File: config.mk
export PLATFORM = sky130hd
export DESIGN_NAME = fan_result_collector_flat
export DESIGN_NICKNAME = d
export VERILOG_FILES = /design/src/rtl/fan_result_collector_if.sv /design/src/rtl/fan_result_collector.sv /design/src/flat_wrapper.sv
export SDC_FILE = /design/constraint.sdc
export NUM_CORES = 2
export LEC_CHECK = 0
export CORE_AREA = 2 2 482 484
export DETAILED_ROUTE_END_ITERATION = 7
export DIE_AREA = 0 0 484 486
export HOLD_SLACK_MARGIN = 0.05
export PLACE_DENSITY_LB_ADDON = 0.3
export SYNTH_ARGS = -nofsm -noshare
export SYNTH_HDL_FRONTEND = slang
export SYNTH_SLANG_ARGS = --single-unit
File: constraint.sdc
create_clock -name clk -period 47.1 [get_ports clk]
set_input_delay 4.71 -clock clk [delete_from_list [all_inputs] [get_ports clk]]
set_output_delay 4.71 -clock clk [all_outputs]
set_load 0.01 [all_outputs]
File: src/rtl/fan_result_collector_if.sv
// Stream interface for the FAN result collector: one NUM_IN-lane input vector
// on a valid/ready handshake, per-lane result beats on a second valid/ready stream.
interface fan_result_collector_if #(
  parameter int unsigned N_STACK = 4,
  parameter int unsigned DW_DATA = 32,
  parameter int unsigned DW_ROW  = 4,
  parameter int unsigned DW_CTRL = 4,
  parameter int unsigned NUM_IN  = 8
) ();
  localparam int unsigned DW_LINE = N_STACK * DW_DATA + DW_ROW + DW_CTRL;
  localparam int unsigned DW_LANE = (NUM_IN > 1) ? $clog2(NUM_IN) : 1;

  logic                         in_valid;
  logic                         in_ready;
  logic [NUM_IN*DW_LINE-1:0]    in;
  logic                         out_valid;
  logic                         out_ready;
  logic [N_STACK*DW_DATA-1:0]   out_data;
  logic [DW_ROW-1:0]            out_row;
  logic [DW_LANE-1:0]           out_lane;
  logic                         out_complete;
  logic                         out_last;
  logic [15:0]                  vec_cnt;

  modport master (
    output in_valid, in, out_ready,
    input  in_ready, out_valid, out_data, out_row, out_lane,
           out_complete, out_last, vec_cnt
  );

  modport slave (
    input  in_valid, in, out_ready,
    output in_ready, out_valid, out_data, out_row, out_lane,
           out_complete, out_last, vec_cnt
  );
endinterface

File: src/rtl/fan_result_collector.sv
// Captures one vector of FAN output lines and emits each occupied lane as a
// result beat in ascending lane order; empty lanes are dropped.
module fan_result_collector #(
  parameter int unsigned N_STACK = 4,
  parameter int unsigned DW_DATA = 32,
  parameter int unsigned DW_ROW  = 4,
  parameter int unsigned DW_CTRL = 4,
  parameter int unsigned NUM_IN  = 8
) (
  input logic                  clk,
  input logic                  rst,
  fan_result_collector_if.slave bus
);
  localparam int unsigned DW_DFLD = N_STACK * DW_DATA;
  localparam int unsigned DW_LINE = DW_DFLD + DW_ROW + DW_CTRL;
  localparam int unsigned DW_LANE = (NUM_IN > 1) ? $clog2(NUM_IN) : 1;

  logic [DW_LINE-1:0] line_q [NUM_IN];
  logic [NUM_IN-1:0]  pending_q;
  logic [15:0]        vec_cnt_q;

  logic [NUM_IN-1:0]  occ_c;
  logic [DW_LANE-1:0] sel_c;
  logic [DW_LINE-1:0] sel_line_c;
  logic [DW_CTRL-1:0] sel_ctrl_c;
  logic               out_valid_c;
  logic               last_c;
  logic               xfer_c;
  logic               in_ready_c;
  logic               accept_c;

  // Occupancy of the incoming vector: ADD or KEEP set.
  always_comb begin
    logic [DW_CTRL-1:0] lane_ctrl;
    occ_c     = '0;
    lane_ctrl = '0;
    for (int i = 0; i < int'(NUM_IN); i++) begin
      lane_ctrl = bus.in[i*DW_LINE + DW_LINE - 1 -: DW_CTRL];
      occ_c[i]  = lane_ctrl[DW_CTRL-1] | lane_ctrl[DW_CTRL-2];
    end
  end

  // Lowest pending lane wins.
  always_comb begin
    sel_c = '0;
    for (int i = int'(NUM_IN) - 1; i >= 0; i--) begin
      if (pending_q[i]) sel_c = DW_LANE'(i);
    end
  end

  always_comb begin
    sel_line_c  = line_q[sel_c];
    sel_ctrl_c  = sel_line_c[DW_LINE-1 -: DW_CTRL];
    out_valid_c = |pending_q;
    last_c      = out_valid_c && ((pending_q & (pending_q - NUM_IN'(1))) == '0);
    xfer_c      = out_valid_c && bus.out_ready;
    in_ready_c  = (pending_q == '0) || (xfer_c && last_c);
    accept_c    = bus.in_valid && in_ready_c;
  end

  assign bus.in_ready     = in_ready_c;
  assign bus.out_valid    = out_valid_c;
  assign bus.out_data     = out_valid_c ? sel_line_c[DW_DFLD-1:0] : '0;
  assign bus.out_row      = out_valid_c ? sel_line_c[DW_DFLD +: DW_ROW] : '0;
  assign bus.out_lane     = out_valid_c ? sel_c : '0;
  assign bus.out_complete = out_valid_c && (sel_ctrl_c == DW_CTRL'(4'b0111));
  assign bus.out_last     = last_c;
  assign bus.vec_cnt      = vec_cnt_q;

  // A new capture overrides the clear of the final pending bit.
  always_ff @(posedge clk) begin
    if (rst) begin
      pending_q <= '0;
      vec_cnt_q <= '0;
      for (int i = 0; i < int'(NUM_IN); i++) line_q[i] <= '0;
    end else begin
      if (accept_c) begin
        for (int i = 0; i < int'(NUM_IN); i++) line_q[i] <= bus.in[i*DW_LINE +: DW_LINE];
        pending_q <= occ_c;
      end else if (xfer_c) begin
        pending_q[sel_c] <= 1'b0;
      end
      if ((xfer_c && last_c) || (accept_c && (occ_c == '0))) vec_cnt_q <= vec_cnt_q + 16'd1;
    end
  end
endmodule

File: src/flat_wrapper.sv
// flat-port wrapper written by rule: the top's interface ports become plain ports
module fan_result_collector_flat 
#(
  parameter int unsigned N_STACK = 4,
  parameter int unsigned DW_DATA = 32,
  parameter int unsigned DW_ROW  = 4,
  parameter int unsigned DW_CTRL = 4,
  parameter int unsigned NUM_IN  = 8
)
  (clk, rst, bus_in_valid, bus_in, bus_out_ready, bus_in_ready, bus_out_valid, bus_out_data, bus_out_row, bus_out_lane, bus_out_complete, bus_out_last, bus_vec_cnt);
  fan_result_collector_if #(.N_STACK(N_STACK), .DW_DATA(DW_DATA), .DW_ROW(DW_ROW), .DW_CTRL(DW_CTRL), .NUM_IN(NUM_IN)) bus_i ();
  input logic clk;
  input logic rst;
  input wire logic [$bits(bus_i.in_valid)-1:0] bus_in_valid;
  input wire logic [$bits(bus_i.in)-1:0] bus_in;
  input wire logic [$bits(bus_i.out_ready)-1:0] bus_out_ready;
  output wire logic [$bits(bus_i.in_ready)-1:0] bus_in_ready;
  output wire logic [$bits(bus_i.out_valid)-1:0] bus_out_valid;
  output wire logic [$bits(bus_i.out_data)-1:0] bus_out_data;
  output wire logic [$bits(bus_i.out_row)-1:0] bus_out_row;
  output wire logic [$bits(bus_i.out_lane)-1:0] bus_out_lane;
  output wire logic [$bits(bus_i.out_complete)-1:0] bus_out_complete;
  output wire logic [$bits(bus_i.out_last)-1:0] bus_out_last;
  output wire logic [$bits(bus_i.vec_cnt)-1:0] bus_vec_cnt;
  assign bus_i.in_valid = bus_in_valid;
  assign bus_i.in = bus_in;
  assign bus_i.out_ready = bus_out_ready;
  assign bus_in_ready = bus_i.in_ready;
  assign bus_out_valid = bus_i.out_valid;
  assign bus_out_data = bus_i.out_data;
  assign bus_out_row = bus_i.out_row;
  assign bus_out_lane = bus_i.out_lane;
  assign bus_out_complete = bus_i.out_complete;
  assign bus_out_last = bus_i.out_last;
  assign bus_vec_cnt = bus_i.vec_cnt;
  fan_result_collector #(.N_STACK(N_STACK), .DW_DATA(DW_DATA), .DW_ROW(DW_ROW), .DW_CTRL(DW_CTRL), .NUM_IN(NUM_IN)) u_core (.clk(clk), .rst(rst), .bus(bus_i));
endmodule
**After elaboration in Yosys (flattened, before gate mapping)**

Memory sizes are Yosys's and may differ from the RTL's.
Cells that the tools add are included.

- Register bits: 24
- Latch bits: 0
- RAM bits: 1088
- Memory bits (read-only): 0
- Input port bits: 1092
- Output and inout port bits: 155
- Word-level logic and storage cells: 69
- Memories: 1

- $add $sub $neg: 2
- Multiply operators: 0
- Div/mod/pow operators: 0
- Order comparisons: 2
- Equality and inequality tests: 1
- Shift operators: 0
- Muxes and demuxes: 28
- Bitwise logic cells: 19
- Reductions and logical operators: 14

Memories:

| name | words | bits a word | rd ports | clocked after memory_dff | wr ports | RTL line | source |
|---|---|---|---|---|---|---|---|
| u_core.line_q | 8 | 136 | 1 | 0 | 8 | fan_result_collector.sv:18 | `logic [DW_LINE-1:0] line_q [NUM_IN];` |

Operators by type and width:

| kind | count |
|---|---|
| $mux 136 | 8 |
| $mux 128 | 1 |
| $mux 3 | 9 |
| $logic_not 8->1 | 3 |
| $add 16x1->16 const B | 1 |
| $and 8x8->8 | 2 |
| $mux 8 | 2 |
| $or 1x1->1 | 16 |
| $not 8->8 | 1 |
| $reduce_or 8->1 | 1 |
| $sub 8x1->8 const B | 1 |
| $logic_and 1x1->1 | 7 |
| $mux 1 | 6 |
| $eq 4x3->1 const B | 1 |
| $lt 3x4->1 const B | 1 |
| $mux 4 | 1 |
| $demux 1 s3 | 1 |
| $ge 3x1->1 const B | 1 |
| $logic_or 1x1->1 | 2 |
| $reduce_bool 2->1 | 1 |

**Longest topological paths before layout**

- Depth after elaboration: 16
- Gate-level depth with buffers: 11
- Depth with buffers taken out: 8

**Least setup slack after synthesis**

Ideal clock, no wire load.

- Path type: in2reg
- Start point: input port rst
- End point: memory u_core.line_q[0][0] (netlist bit), enable pin
- Library setup time: 1467 ps
- Data arrival time: 27120 ps
- Data required time: 45633 ps
- Slack: 18513 ps
- Stages on the path: 4
- Buffers on the path: 3
- Cell sequence: clkbuf_1 clkbuf_1 clkbuf_1 a21o_1

RTL lines:

| item | RTL line | source |
|---|---|---|
| start: declaration | flat_wrapper.sv:13 | `input logic rst;` |
| end: declaration | fan_result_collector.sv:18 |  |

**Worst setup path in the final report**

- Start point: input port bus_out_ready
- End point: output port bus_in_ready

- Cells in the longest elaborated chain, start to end: 3

Ends and longest elaborated chain:

| item | RTL line | source |
|---|---|---|
| start: declaration | flat_wrapper.sv:16 | `input wire logic [$bits(bus_i.out_ready)-1:0] bus_out_ready;` |
| $logic_and 1x1->1 | fan_result_collector.sv:56 | `xfer_c = out_valid_c && bus.out_ready;` |
| $logic_and 1x1->1 | fan_result_collector.sv:57 | `in_ready_c = (pending_q == '0) \|\| (xfer_c && last_c);` |
| $logic_or 1x1->1 | fan_result_collector.sv:57 |  |
| end: declaration | flat_wrapper.sv:17 | `output wire logic [$bits(bus_i.in_ready)-1:0] bus_in_ready;` |

No other way between the ends.

==> impl_metrics.py <==
metrics = {
    "sta": {
        "fin_ws_ns": 35.60,
        "min_period_ns": 11.50,
        "finalCritPeriodShare": 0.244,
        "finalSetupViolCount": 0,
        "relSlewSlack": 0.148,
        "skew_ns": 0.0255,
        "tns_ns": 0,
        "finalHoldViolCount": 0,
        "tightest_slew_ns": 1.28,
        "rsz0062_at_grt": "no",
        "max_freq_mhz": 87.0,
        "drv_slew": 0,
    },
    "cells_and_area": {
        "drive_above_1_share": 0.0771,
        "area_delta_synth_final_pct": 41.7,
        "fin_util": 0.297,
        "n_fill_cell": 23400,
        "nets": 5852,
    },
    "logic_synthesis": {
        "synth_cell_type_count": 53,
        "synth_top_cell_by_area": "edfxtp_1",
        "ys.flop_type": "edfxtp_1",
        "ys_ff_latch": 1112,
        "synth_cells": 3580,
        "synth.avg_cell_area_um2": 13.4,
        "yosysMostFrequentCell": "edfxtp_1",
        "synth_edf_count": 1088,
        "yosys-top-cells-count": "edfxtp_1, and2_1, nor2b_1",
        "synth_top_area_frac": 0.679,
        "syn_area_mm2": 0.0481,
        "yosysSeqAreaShare": 0.689,
        "synth_async_sr_flop_share": 0,
        "synth_area_leaders": "edfxtp_1, and2_1, nor2b_1",
        "syn_nets": 4673,
        "yosys_warnings": 0,
    },
    "clock_network": {
        "clk_latency_ns": 0.77,
        "numCtsBuffers": 134,
        "cts_hold_buffers": 0,
        "post_cts_buffers": 0,
        "cts_buffer_depth": 3,
        "cts_tree": "done",
        "cts.sinks": 1112,
        "h-tree-depth": 4,
        "cts.clk_slew.worst_paths_ns": 0.05,
        "cts_root_buf": "clkbuf_16",
        "cts_resized": 0,
    },
    "pwr": {
        "p_total_mw": 4.71,
        "pwr-share-clk": 0.211,
        "internal_power_mw": 2.95,
        "leakage_nw": 24.4,
        "switching_share": 0.375,
        "pwr-share-seq": 0.378,
        "p_comb_frac": 0.412,
        "irDropWorstVdd_mv": 0.0622,
        "switchingPower_mw": 1.77,
        "powerDensity_mw_per_mm2": 69.1,
    },
    "detailed_routing": {
        "routed_wl_mm": 207,
        "wl_per_cell_um": 26.1,
        "vias": 34700,
        "drt_iter0_drc": 2414,
        "drtPass1Iterations": 5,
        "drc": 0,
        "ant_nets": 0,
        "vias_per_cell": 4.38,
    },
    "critical_path": {
        "regToRegSetupSlack_ns": 40.27,
        "crit_path_end": "bus_in_ready",
        "crit_path_end_kind": "primary output",
        "cp_max_fo": 4,
        "cp-startpoint": "bus_out_ready",
        "worstRegToRegCells": 11,
        "r2r-end": "u_core.line_q[2][56]",
        "start_kind": "primary input",
        "required_ns": 42.39,
        "worstSetupPathType": "in -> out",
        "timing.rr.start": "u_core.pending_q[4]",
        "worstPathArrival_ns": 6.79,
    },
    "floorplan": {
        "rows": 176,
        "io_pins": 1247,
        "fp.dieW_um": 484,
        "initial_core_util": 0.210,
        "die_h_um": 486,
        "die_area_mm2": 0.235,
        "core_region_area_mm2": 0.229,
    },
    "grt": {
        "grt_pass1_wl_mm": 282,
        "grt_pass1_vias": 35500,
        "grt_overflow": 0,
        "antenna_found_initial": 62,
        "grt_max_degree": 180,
        "grt_use_total": 0.169,
    },
    "min_path": {
        "hp-class": "reg -> reg",
        "min-delay-start": "u_core.bus.vec_cnt[15]",
    },
    "placed_design": {
        "io_buffers": 1246,
        "hpwl_mm": 149,
        "gp_congestion": 0.847,
        "dp_slack_ns": 35.56,
    },
    "job": {
        "maxCapViolCount": 0,
    },
    "run_status": {
        "status": "finished, final reports clean",
    },
}
==> worst min-delay path by stage <==
stage	end	slack, ns	cells past startpoint
6_report	u_core.bus.vec_cnt[15]	0.49	2
2_1_floorplan	u_core.bus.vec_cnt[15]	0.50	2
3_5_place_dp	u_core.bus.vec_cnt[15]	0.48	2
3_3_place_gp	u_core.bus.vec_cnt[15]	0.47	2
4_1_cts	u_core.bus.vec_cnt[15]	0.49	2
5_1_grt	u_core.bus.vec_cnt[15]	0.52	2
==> critical path, stage by stage <==
cell	delay [ns]
clkdlybuf4s50_1	0.67
o2111ai_1	0.24
o211ai_1	0.17
or2_2	0.47
clkdlybuf4s50_1	0.52
==> flip-flops by register name, indices dropped and copies added (netlist names) <==
| name | flops |
|---|---|
| u_core.bus.vec_cnt | 16 |
| u_core.pending_q | 8 |
| u_core.line_q | 1088 |
==> metal layers <==
layer / global-route usage / routed length (µm)
met5: 0 / 288
met4: 0.0435 / 4070
met3: 0.0505 / 16600
met2: 0.285 / 100000
met1: 0.211 / 85300
==> power groups by stage <==
stage          clock, mW  combinational [mW]  sequential [mW]
2_1_floorplan          0               0.894             1.99
3_3_place_gp           0                1.99             1.79
3_5_place_dp           0                2.00             1.80
4_1_cts             1.02                2.00             1.78
5_1_grt             1.06                2.07             1.82
6_report           0.994                1.94             1.78
==> area by class of cell <==
| type | instances | area [µm²] | area share |
|---|---|---|---|
| inverter | 12 | 52.6 | 0.000770 |
| timing repair buffer | 1306 | 13000 | 0.190 |
| clock buffer | 179 | 3600 | 0.0527 |
| multi-input combinational | 2193 | 14000 | 0.206 |
| sequential | 1112 | 33200 | 0.486 |
| tap | 3026 | 3790 | 0.0555 |
| antenna | 25 | 62.6 | 0.000917 |
| clock inverter | 59 | 554 | 0.00813 |
==> per-stage QoR <==
stage	cell area, µm²	cells	hold WS, ns
5_1_grt	68200	7901	0.525
6_report	68200	7912	0.489
3_5_place_dp	64000	7649	0.483
2_1_floorplan	48100	3580	0.496
4_1_cts	68100	7887	0.490
3_3_place_gp	64000	7649	0.472
==> placed cells by master (no fill, tap or decap), types with 4 or more instances in the layout <==
cell and n:
clkinv_1 23, edfxtp_1 1088, bufinv_16 4, buf_4 55
a41oi_1 4, nand2_1 66, nor2_1 235, o21ai_0 17
buf_12 5, mux2i_1 26, or4_1 5, o31ai_1 5
nor3_1 111, clkinvlp_4 4, clkinv_2 15, diode_2 25
nand4_1 8, nor2b_1 279, and3_1 5, o211ai_1 11
clkbuf_1 41, o22ai_1 264, nor4_1 28, clkbuf_16 137
o221ai_1 109, a32o_1 24, mux2_2 112, a21oi_1 11
dfxtp_1 24, clkinv_8 5, and2_1 817, nand2_4 7
inv_1 9, clkdlybuf4s50_1 1245, nand3_1 10
==> kinds of logic after synthesis <==
group	synth area share
buffers and inverters	0.0221
and+or+nand+nor	0.189
xor gates and xnor gates	0.000546
DFF	0.689
adders and majority gates	0.000260
AOI/OAI and AO/OA	0.0677
muxes	0.0316
Note: power is estimated with default switching activity, not from simulation.
